### src/rtl/instr_fetch_unit.sv
// -----------------------------------------------------------------------------
// instr_fetch_unit
//
// Sequential front end of the 8-bit CPU. Owns the program counter and the
// instruction register, fetches 1- or 2-byte instructions from program memory
// over a req/ack handshake, and presents opcode/register/immediate fields to
// the combinational control unit while in EXEC.
//
// Ports:
//   clk, rst_n        clock (rising edge), asynchronous active-low reset
//   imem_req          fetch request, high in FETCH1/FETCH2
//   imem_addr [7:0]   fetch address (current pc)
//   imem_ack          memory accepted the request; imem_rdata valid this cycle
//   imem_rdata [7:0]  instruction byte from memory
//   opcode [3:0]      IR[7:4] in EXEC, else 0
//   reg_sel [3:0]     IR[3:0] in EXEC, else 0
//   imm [7:0]         second instruction byte in EXEC (0 for 1-byte), else 0
//   exec_valid        high only in EXEC
//   pc_en             control: retire and fall through
//   pc_load           control: retire and branch to imm (wins over pc_en)
//   ir_load           control: permit loading the next instruction
//   pc [7:0]          current pc (observability)
//   retired_cnt[15:0] retired-instruction counter (only with IFU_RETIRE_CNT_EN)
//
// Optional feature macro: IFU_RETIRE_CNT_EN
// -----------------------------------------------------------------------------
module instr_fetch_unit #(
  parameter logic [7:0]  RESET_PC      = 8'h00,
  parameter logic [15:0] TWO_BYTE_MASK = 16'h03E2
) (
  input  logic        clk,
  input  logic        rst_n,
  output logic        imem_req,
  output logic [7:0]  imem_addr,
  input  logic        imem_ack,
  input  logic [7:0]  imem_rdata,
  output logic [3:0]  opcode,
  output logic [3:0]  reg_sel,
  output logic [7:0]  imm,
  output logic        exec_valid,
  input  logic        pc_en,
  input  logic        pc_load,
  input  logic        ir_load,
`ifdef IFU_RETIRE_CNT_EN
  output logic [15:0] retired_cnt,
`endif
  output logic [7:0]  pc
);

  localparam logic [1:0] IDLE   = 2'd0;
  localparam logic [1:0] FETCH1 = 2'd1;
  localparam logic [1:0] FETCH2 = 2'd2;
  localparam logic [1:0] EXEC   = 2'd3;

  logic [1:0] state_q, state_d;
  logic [7:0] pc_q,    pc_d;
  logic [7:0] ir_q,    ir_d;
  logic [7:0] imm_q,   imm_d;
  logic       retire;

  always_comb begin
    // NOTE: every variable gets a default first so no path leaves it
    // unassigned; otherwise synthesis infers a latch.
    state_d = state_q;
    pc_d    = pc_q;
    ir_d    = ir_q;
    imm_d   = imm_q;
    retire  = 1'b0;

    case (state_q)
      IDLE: state_d = FETCH1;

      FETCH1: begin
        if (imem_ack) begin
          ir_d = imem_rdata;
          pc_d = pc_q + 8'd1;
          // The mask bit for the fetched opcode decides whether a second
          // byte follows; 1-byte instructions present imm as zero.
          if (TWO_BYTE_MASK[imem_rdata[7:4]]) begin
            state_d = FETCH2;
          end else begin
            imm_d   = 8'h00;
            state_d = EXEC;
          end
        end
      end

      FETCH2: begin
        if (imem_ack) begin
          imm_d   = imem_rdata;
          pc_d    = pc_q + 8'd1;
          state_d = EXEC;
        end
      end

      EXEC: begin
        // pc already points past the instruction, so fall-through only
        // changes state; a branch overwrites pc with the immediate.
        if (ir_load && pc_load) begin
          pc_d    = imm_q;
          state_d = FETCH1;
          retire  = 1'b1;
        end else if (ir_load && pc_en) begin
          state_d = FETCH1;
          retire  = 1'b1;
        end
      end

      default: state_d = IDLE;
    endcase
  end

  always_ff @(posedge clk or negedge rst_n) begin
    // NOTE: state registers use non-blocking assignments so every flop
    // samples the pre-edge values regardless of statement order.
    if (!rst_n) begin
      state_q <= IDLE;
      pc_q    <= RESET_PC;
      ir_q    <= 8'h00;
      imm_q   <= 8'h00;
    end else begin
      state_q <= state_d;
      pc_q    <= pc_d;
      ir_q    <= ir_d;
      imm_q   <= imm_d;
    end
  end

`ifdef IFU_RETIRE_CNT_EN
  logic [15:0] cnt_q, cnt_d;

  always_comb begin
    cnt_d = cnt_q;
    if (retire) cnt_d = cnt_q + 16'd1;
  end

  always_ff @(posedge clk or negedge rst_n) begin
    if (!rst_n) cnt_q <= 16'h0000;
    else        cnt_q <= cnt_d;
  end

  assign retired_cnt = cnt_q;
`else
  logic unused_retire;
  assign unused_retire = retire;
`endif

  // Outputs decode registered state only: no input-to-output path.
  assign exec_valid = (state_q == EXEC);
  assign imem_req   = (state_q == FETCH1) || (state_q == FETCH2);
  assign imem_addr  = pc_q;
  assign opcode     = exec_valid ? ir_q[7:4] : 4'h0;
  assign reg_sel    = exec_valid ? ir_q[3:0] : 4'h0;
  assign imm        = exec_valid ? imm_q     : 8'h00;
  assign pc         = pc_q;

endmodule

### config.mk
export PLATFORM = sky130hd
export DESIGN_NAME = instr_fetch_unit
export DESIGN_NICKNAME = d
export VERILOG_FILES = /design/src/rtl/instr_fetch_unit.sv
export SDC_FILE = /design/constraint.sdc
export NUM_CORES = 1
export LEC_CHECK = 0
export CAP_MARGIN = 20
export CELL_PAD_IN_SITES_DETAIL_PLACEMENT = 1
export CELL_PAD_IN_SITES_GLOBAL_PLACEMENT = 1
export CORE_MARGIN = 8
export CORE_UTILIZATION = 37
export CTS_BUF_LIST = sky130_fd_sc_hd__clkbuf_8
export CTS_CLUSTER_DIAMETER = 30
export DETAILED_ROUTE_END_ITERATION = 6
export MAX_ROUTING_LAYER = met4
export PLACE_DENSITY_LB_ADDON = 0.3
export SYNTH_ARGS = -nofsm -noshare
export SYNTH_HDL_FRONTEND = slang
export SYNTH_SLANG_ARGS = --single-unit
### constraint.sdc
create_clock -name clk -period 2 [get_ports clk]
set_clock_uncertainty 0.1 [all_clocks]
set_input_delay 0.2 -clock clk [delete_from_list [all_inputs] [get_ports clk]]
set_output_delay 0.2 -clock clk [all_outputs]
set_load 0.1 [all_outputs]
# Word level (Yosys, flattened, before mapping)

Memories as Yosys holds them, arrays and structs flattened.
Index checks and enable logic that the tools add are counted.

Bits in registers: 26
Memory bits (read-only): 16
Output and inout bits: 34
Memories kept: 1

Memory list:

| memory           | words | width | rd ports | clocked after memory_dff | wr ports | RTL line | source |
|---|---|---|---|---|---|---|---|
| (name not given) | 16    | 1     | 1        | 0                        | 0        | 79       | `if (TWO_BYTE_MASK[imem_rdata[7:4]]) begin` |

Add/sub/neg operators: 1
Magnitude comparators: 1
Equality and inequality tests: 9
Mux-type cells: 17
Reduce and logical (&&, ||, !) cells: 11

Operators by type and width:

| kind                                                   | number |
|---|---|
| two-way mux 8 bit                                      | 6 |
| case mux 8 bit (2 select lines)                        | 2 |
| adder 8 x 1 -> 8 bit (second input constant)           | 1 |
| two-way mux 2 bit                                      | 4 |
| two-way mux 4 bit                                      | 2 |
| case mux 2 bit (4 select lines)                        | 1 |
| inequality test 2 bit (second input constant)          | 3 |
| AND reduction 3 bit                                    | 2 |
| < comparator 4 x 5 -> 1 bit (second input constant)    | 1 |
| == test 2 bit (second input constant)                  | 2 |
| inequality test 2 x 1 -> 1 bit (second input constant) | 2 |
| AND reduction 4 bit                                    | 1 |
| nonzero test 2 bit                                     | 2 |
| inequality test 3 x 1 -> 1 bit (second input constant) | 1 |
| == test 2 x 1 -> 1 bit (second input constant)         | 1 |
| logical AND 1 bit                                      | 2 |
| zero test 2 bit                                        | 1 |
| two-way mux 1 bit                                      | 2 |
| AND reduction 2 bit                                    | 1 |
| OR reduction 2 bit                                     | 1 |
| logical OR 1 bit                                       | 1 |

# Depth between registers and ports, before layout

Gate-level depths: netlist (run 1).

Depth in word-level cells: 5
Mapped depth: 7

# Worst setup path before layout (run 1)

Ideal clock, no wire load.

Kind: register -> output
Start point: register state_q[0]
End point: output imm[0]
Arrival: 2.590 ns
Slack: -0.890 ns
Stages on the path, launching flop included: 5
Path buffers: 2
Path through: dfrtp_1 -> ha_1 -> clkbuf_1 -> clkbuf_1 -> and2_1

Cells in the longest elaborated chain, start to end: 2

RTL lines:

| item                   | RTL line | source |
|---|---|---|
| start, declared        | 55       | `logic [1:0] state_q, state_d;` |
| start signal, assigned | 122      | `state_q <= state_d;` |
| == test 2 bit          | 149      | `assign exec_valid = (state_q == EXEC);` |
| named net exec_valid   | 40       | `output logic exec_valid,` |
| two-way mux 8 bit      | 154      | `assign imm = exec_valid ? imm_q : 8'h00;` |
| end, declared          | 39       | `output logic [7:0] imm,` |

The timed path passes the listed nets, and every way through them passes these cells.

# Worst setup path in the final report (run 1)

Start point: register state_q[0]
End point: output imm[6]

Cells in the longest elaborated chain, start to end: 2

RTL lines:

| item              | RTL line |
|---|---|
| == test 2 bit     | 149 |
| two-way mux 8 bit | 154 |

Every way passes these cells.

==> impl_metrics.csv, run 1 <==
group,metric,value,unit
status,status,"complete, no violations",
synthesis,async_flop_share,1.00,
synthesis,ys_seq_area_frac,0.381,
run,cap_violations,0,
synthesis,yosysWarnings,0,
routing,ant_nets,0,
synthesis,synthFlopType,"dfrtp_1",
floorplan,die_height,83.9,um
global_routing,overflow,0,
setup_path,arrival,1.60,ns
sta,finalCritPeriodShare,0.950,
sta,clock.fmax,526,MHz
clocking,cts-resized-gates,0,
sta,rsz0062_at_grt,"false",
floorplan,start_util,0.387,
clocking,cts_tree,"built",
synthesis,synthCells,187,
routing,viasPerCell,5.69,
place,dp_hpwl,4.08,mm
cells_and_area,final_nets,252,
setup_path,crit_path_max_incr_delay,0.37,ns
place,dp_slack,0.0726,ns
setup_path,critPathMaxFanout,34,
setup_path,worstSetupEndpointType,"output pin",
floorplan,coreArea,4410,um2
cells_and_area,fill_cells,498,
clocking,post-cts-setup-buffers,0,
place,port_buffers,47,
synthesis,synth.distinct_cells,43,
global_routing,grt_first_pass_wirelength,9.32,mm
synthesis,syn_area,1710,um2
clocking,cts.path.max_buffers,2,
sta,hold_viol,0,
setup_path,crit_family,"flip-flops",
cells_and_area,syn_to_final_growth,47.4,%
sta,maxSlewViolCount,0,
routing,post-route-drc-count,0,
setup_path,crit_buf_inv,2,
routing,detail_route.wl_per_cell,18.9,um
synthesis,synth-edff-count,0,
setup_path,critPathSlowestCell,"dfrtp_1",
synthesis,synth_seq_cells,26,
clocking,clk_pin_slew_worst_paths,0.10,ns
floorplan,io_pins,48,
global_routing,antenna_found_initial,0,
sta,setup_ws,0.100,ns
routing,dr.pass1.iters,4,
setup_path,crit_type,"flip-flop to output pin",
clocking,cts_buffers,3,
synthesis,syn-num-nets,206,
setup_path,cp.required,1.70,ns
cells_and_area,insertedDiodeCount,0,
place,gp_congestion,0.864,
synthesis,synth_area_per_cell,9.13,um2
global_routing,grt_max_degree,35,
routing,drtIter0Drc,62,
worst_hold_path,hold_class,"input pin to asynchronous set/reset pin",
clocking,clock-root-buffer,"clkbuf_8",
global_routing,grt_pass1_vias,1787,
sta,slew_headroom,0.738,
clocking,holdBufCountCts,0,
routing,drt_wl_total,5.38,mm
setup_path,startpoint_type,"flip-flop",
floorplan,die_x,83.9,um
clocking,clock_sinks,26,
floorplan,dieArea,7040,um2
floorplan,num_rows,24,
setup_path,path_cells,"buf_4, ha_4, and2_2, buf_12",
cells_and_area,drive_above_1_share,0.362,
sta,worstMarginPinSlew,0.392,ns
clocking,htree_levels,1,
global_routing,grtUsageTotal,0.161,
sta,setup_viol_count_final,0,
clocking,clk-insertion-delay-late,0.27,ns
sta,period_needed,1.90,ns
routing,vias,1616,
## sequential cells by signal (all words and copies together) (netlist names)
register / count
imem_addr: 8
imm_q: 8
ir_q: 8
state_q: 2
## final cells by class
cell class	count	area, um2	area share
clock buffer	3	41.3	0.0164
clock inverter	1	30.0	0.0119
inverter	6	22.5	0.00895
multi-input combinational	137	976	0.388
sequential	26	656	0.261
tap	52	65.1	0.0259
timing repair buffer	59	726	0.288
## final timing paths
check | depth (start not counted) | from | to | slack, ns
setup / recovery | 4 | state_q[0] | imm[6] | 0.10
max in group asynchronous | 2 | rst_n | imem_addr[2] | 1.33
setup reg to reg | 7 | state_q[1] | imem_addr[2] | 0.12
hold reg to reg | 1 | ir_q[7] | ir_q[7] | 0.41
hold / removal | 2 | rst_n | imem_addr[3] | 0.20
min in group clk | 1 | ir_q[7] | ir_q[7] | 0.41
## per-stage QoR
stage                     std cells  hold WS [ns]  setup TNS, ns   util  instance area (um2)
after floorplan                 187        -0.196         -0.974      -                 1760
after global placement          280         0.380              0  0.554                 2440
after detailed placement        280         0.390              0  0.554                 2440
after CTS                       284         0.207              0  0.570                 2520
after global routing            284         0.239              0  0.570                 2520
final                           284         0.198              0  0.570                 2520
## synthesized netlist by cell type, types with 3 or more instances
library cell   n  share of area
buf_2          4          0.012
and3_1         3          0.011
clkbuf_1       6          0.013
a21oi_1       12          0.035
nor3_1         4          0.012
o21ai_0        5          0.015
nor4_1         4          0.015
nor2_1        17          0.037
and2_1        20          0.073
a221o_1        5          0.029
mux2_2         9          0.059
ha_1           5          0.037
dfrtp_1       26           0.38
a21o_1         3          0.013
nand2_1        3         0.0066
nand3_1        3         0.0088
inv_1          6          0.013
buf_4          8          0.035
nor2b_1        9          0.033
o22ai_1        4          0.015
## worst register-to-register path, stage by stage, from the launching register on
cell     delay, ns
dfrtp_1       0.41
inv_1         0.11
ha_4          0.32
nor2b_1       0.16
buf_4         0.19
nor2_2        0.06
buf_4         0.15
o221a_2       0.27
## metal layers
metal	vias to the layer above	part of all wire	track usage
met2	32	0.53	0.288
li1	762	-	-
met4	0	0.010	0.0440
met5	-	0	-
met1	818	0.42	0.179
met3	4	0.032	0.0273
## cells in the final DEF (no fill, tap or decap), drive strengths merged, types with 3 or more instances in the layout
master         count
o21ai              8
and2              20
nand3              3
dfrtp             26
o22ai              4
ha                 5
a21o               3
nor4               4
a21oi             12
mux2               9
nand2              3
nor2b              9
clkbuf             3
buf               46
inv                6
clkdlybuf4s50     13
nor2              18
a221o              5
nor3               4
and3               3
## cells by family after synthesis
| logic type | Yosys count | synth area share |
|---|---|---|
| AO/OA/AOI/OAI | 50 | 0.207 |
| flip-flops | 26 | 0.381 |
| buffers and inverters | 24 | 0.0733 |
| multiplexers | 11 | 0.0711 |
| AND/OR/NAND/NOR | 71 | 0.230 |
| adder cells (fa/ha/maj) | 5 | 0.0367 |
Power of run 1 is not shown: default switching activity piles up to over one toggle a cycle in this logic, so the estimate is an artifact.
==> run 2: changes to the inputs <==
--- a/config.mk
+++ b/config.mk
@@ -9,8 +9,7 @@
 export CELL_PAD_IN_SITES_DETAIL_PLACEMENT = 1
 export CELL_PAD_IN_SITES_GLOBAL_PLACEMENT = 1
 export CORE_MARGIN = 8
-export CORE_UTILIZATION = 37
-export CTS_BUF_LIST = sky130_fd_sc_hd__clkbuf_8
+export CORE_UTILIZATION = 35
 export CTS_CLUSTER_DIAMETER = 30
 export DETAILED_ROUTE_END_ITERATION = 6
 export MAX_ROUTING_LAYER = met4
==> run 2 against run 1 <==
Register-to-register slack better by 0.02 ns; final area is 0.40% lower; non-clock buffer count rose by 1; sequential share of layout area grew 0.10 points; first-iteration DRC count fell by 1.6%; worst hold slack worse by 0.017 ns; global-route usage down 1.0 points.
==> impl_metrics.csv, run 2 (same netlist as run 1, synthesis figures left out) <==
group,metric,value,unit
sta,worstMarginPinSlew,0.393,ns
global_routing,grtUsageTotal,0.151,
cells_and_area,multi_input_area,978,um2
place,dp_hpwl,3.86,mm
cells_and_area,insertedDiodeCount,0,
sta,setup_viol_count_final,0,
sta,finalSetupTns,0,ns
cells_and_area,syn_to_final_growth,46.8,%
setup_path,startpoint_type,"flip-flop",
routing,viasPerCell,5.33,
routing,dr.pass1.iters,4,
sta,period_needed,1.86,ns
floorplan,io_pins,48,
sta,clock.fmax,537,MHz
cells_and_area,fill_cells,537,
routing,post-route-drc-count,0,
routing,ant_nets,0,
sta,hold_viol,0,
status,status,"complete, no violations",
sta,maxSlewViolCount,0,
floorplan,dieArea,7370,um2
place,port_buffers,47,
floorplan,num_rows,25,
global_routing,grt_pass1_vias,1746,
routing,detail_route.wl_per_cell,17.2,um
global_routing,grt-busiest-layer,"met2",
global_routing,grt_max_degree,35,
cells_and_area,drive_above_1_share,0.365,
global_routing,antenna_found_initial,0,
clocking,htree_levels,1,
run,cap_violations,0,
floorplan,coreArea,4720,um2
clocking,clk_pin_slew_worst_paths,0.10,ns
clocking,clk-insertion-delay-late,0.27,ns
setup_path,worstSetupEndpointType,"output pin",
floorplan,start_util,0.361,
cells_and_area,final_nets,253,
cells_and_area,layout_commonest_cell,"buf_4",
global_routing,grtUsageMet1,0.170,
worst_hold_path,hold_class,"input pin to asynchronous set/reset pin",
clocking,clock-root-buffer,"clkbuf_8",
cells_and_area,final_area,2510,um2
clocking,cts_buffers,3,
clocking,cts.path.max_buffers,2,
routing,drt_wl_total,5.15,mm
cells_and_area,seq_area,656,um2
floorplan,die_x,85.8,um
routing,vias,1599,
global_routing,grt_first_pass_wirelength,8.81,mm
place,gp_congestion,0.828,
setup_path,cp.required,1.70,ns
sta,slew_headroom,0.738,
setup_path,crit_type,"flip-flop to output pin",
sta,rsz0062_at_grt,"false",
setup_path,critPathMaxFanout,34,
global_routing,grtUsageMet2,0.267,
clocking,cts_tree,"built",
global_routing,met3_usage,0.0392,
global_routing,overflow,0,
setup_path,arrival,1.56,ns
sta,finalCritPeriodShare,0.931,
clocking,clock_sinks,26,
place,placed_cell_area,2460,um2
cells_and_area,final_cell_mix,"28 x buf_4, 22 x dfrtp_1, 19 x buf_12, 17 x nor2_1, 16 x and2_2",
cells_and_area,fin_util,0.531,
routing,drtIter0Drc,61,
floorplan,die_height,85.8,um
==> run 2: stage by stage <==
| stage | setup WS (ns) | cells | hold WS (ns) |
|---|---|---|---|
| 2_1_floorplan | -0.108 | 187 | -0.196 |
| 3_3_place_gp | 0.108 | 296 | 0.377 |
| 3_5_place_dp | 0.106 | 296 | 0.386 |
| 4_1_cts | 0.0866 | 300 | 0.195 |
| 5_1_grt | 0.0453 | 300 | 0.208 |
| 6_report | 0.138 | 300 | 0.182 |
==> run 2: path summary, 6_finish.rpt <==
path	startpoint	to	slack, ns	cells past startpoint
hold reg to reg	ir_q[1]	ir_q[1]	0.41	1
max in group asynchronous	rst_n	imem_addr[2]	1.35	2
hold / removal	rst_n	imem_addr[3]	0.18	2
setup reg to reg	state_q[0]	state_q[0]	0.14	6
setup / recovery	state_q[0]	imm[6]	0.14	4
min in group clk	ir_q[1]	ir_q[1]	0.41	1
==> run 2: area by class of cell <==
| type | instances | area share |
|---|---|---|
| Clock buffer | 4 | 0.0180 |
| Inverter | 6 | 0.00899 |
| Tap cell | 67 | 0.0334 |
| Sequential cell | 26 | 0.262 |
| Timing Repair Buffer | 60 | 0.288 |
| Multi-Input combinational cell | 137 | 0.390 |
==> run 2: metal layers <==
| layer | routed length [um] | part of all wire |
|---|---|---|
| met5 | 0 | 0 |
| met4 | 19 | 0.0037 |
| met3 | 233 | 0.045 |
| met2 | 2700 | 0.53 |
| met1 | 2190 | 0.43 |
==> run 2: repair_timing <==
action | CTS | global route
endpoints found under the hold margin | 0 | 0
buffers inserted | 0 | 0
setup endpoints to repair | 0 | 1
hold buffers | 0 | 0
gates resized for setup | 0 | 1
==> run 2: worst max-delay path, cell delays in order, from the launching register on <==
cell,delay [ns]
dfrtp_1,0.35
buf_4,0.14
ha_4,0.35
and2_2,0.26
buf_12,0.18
Power of run 2 is left out for the same reason.
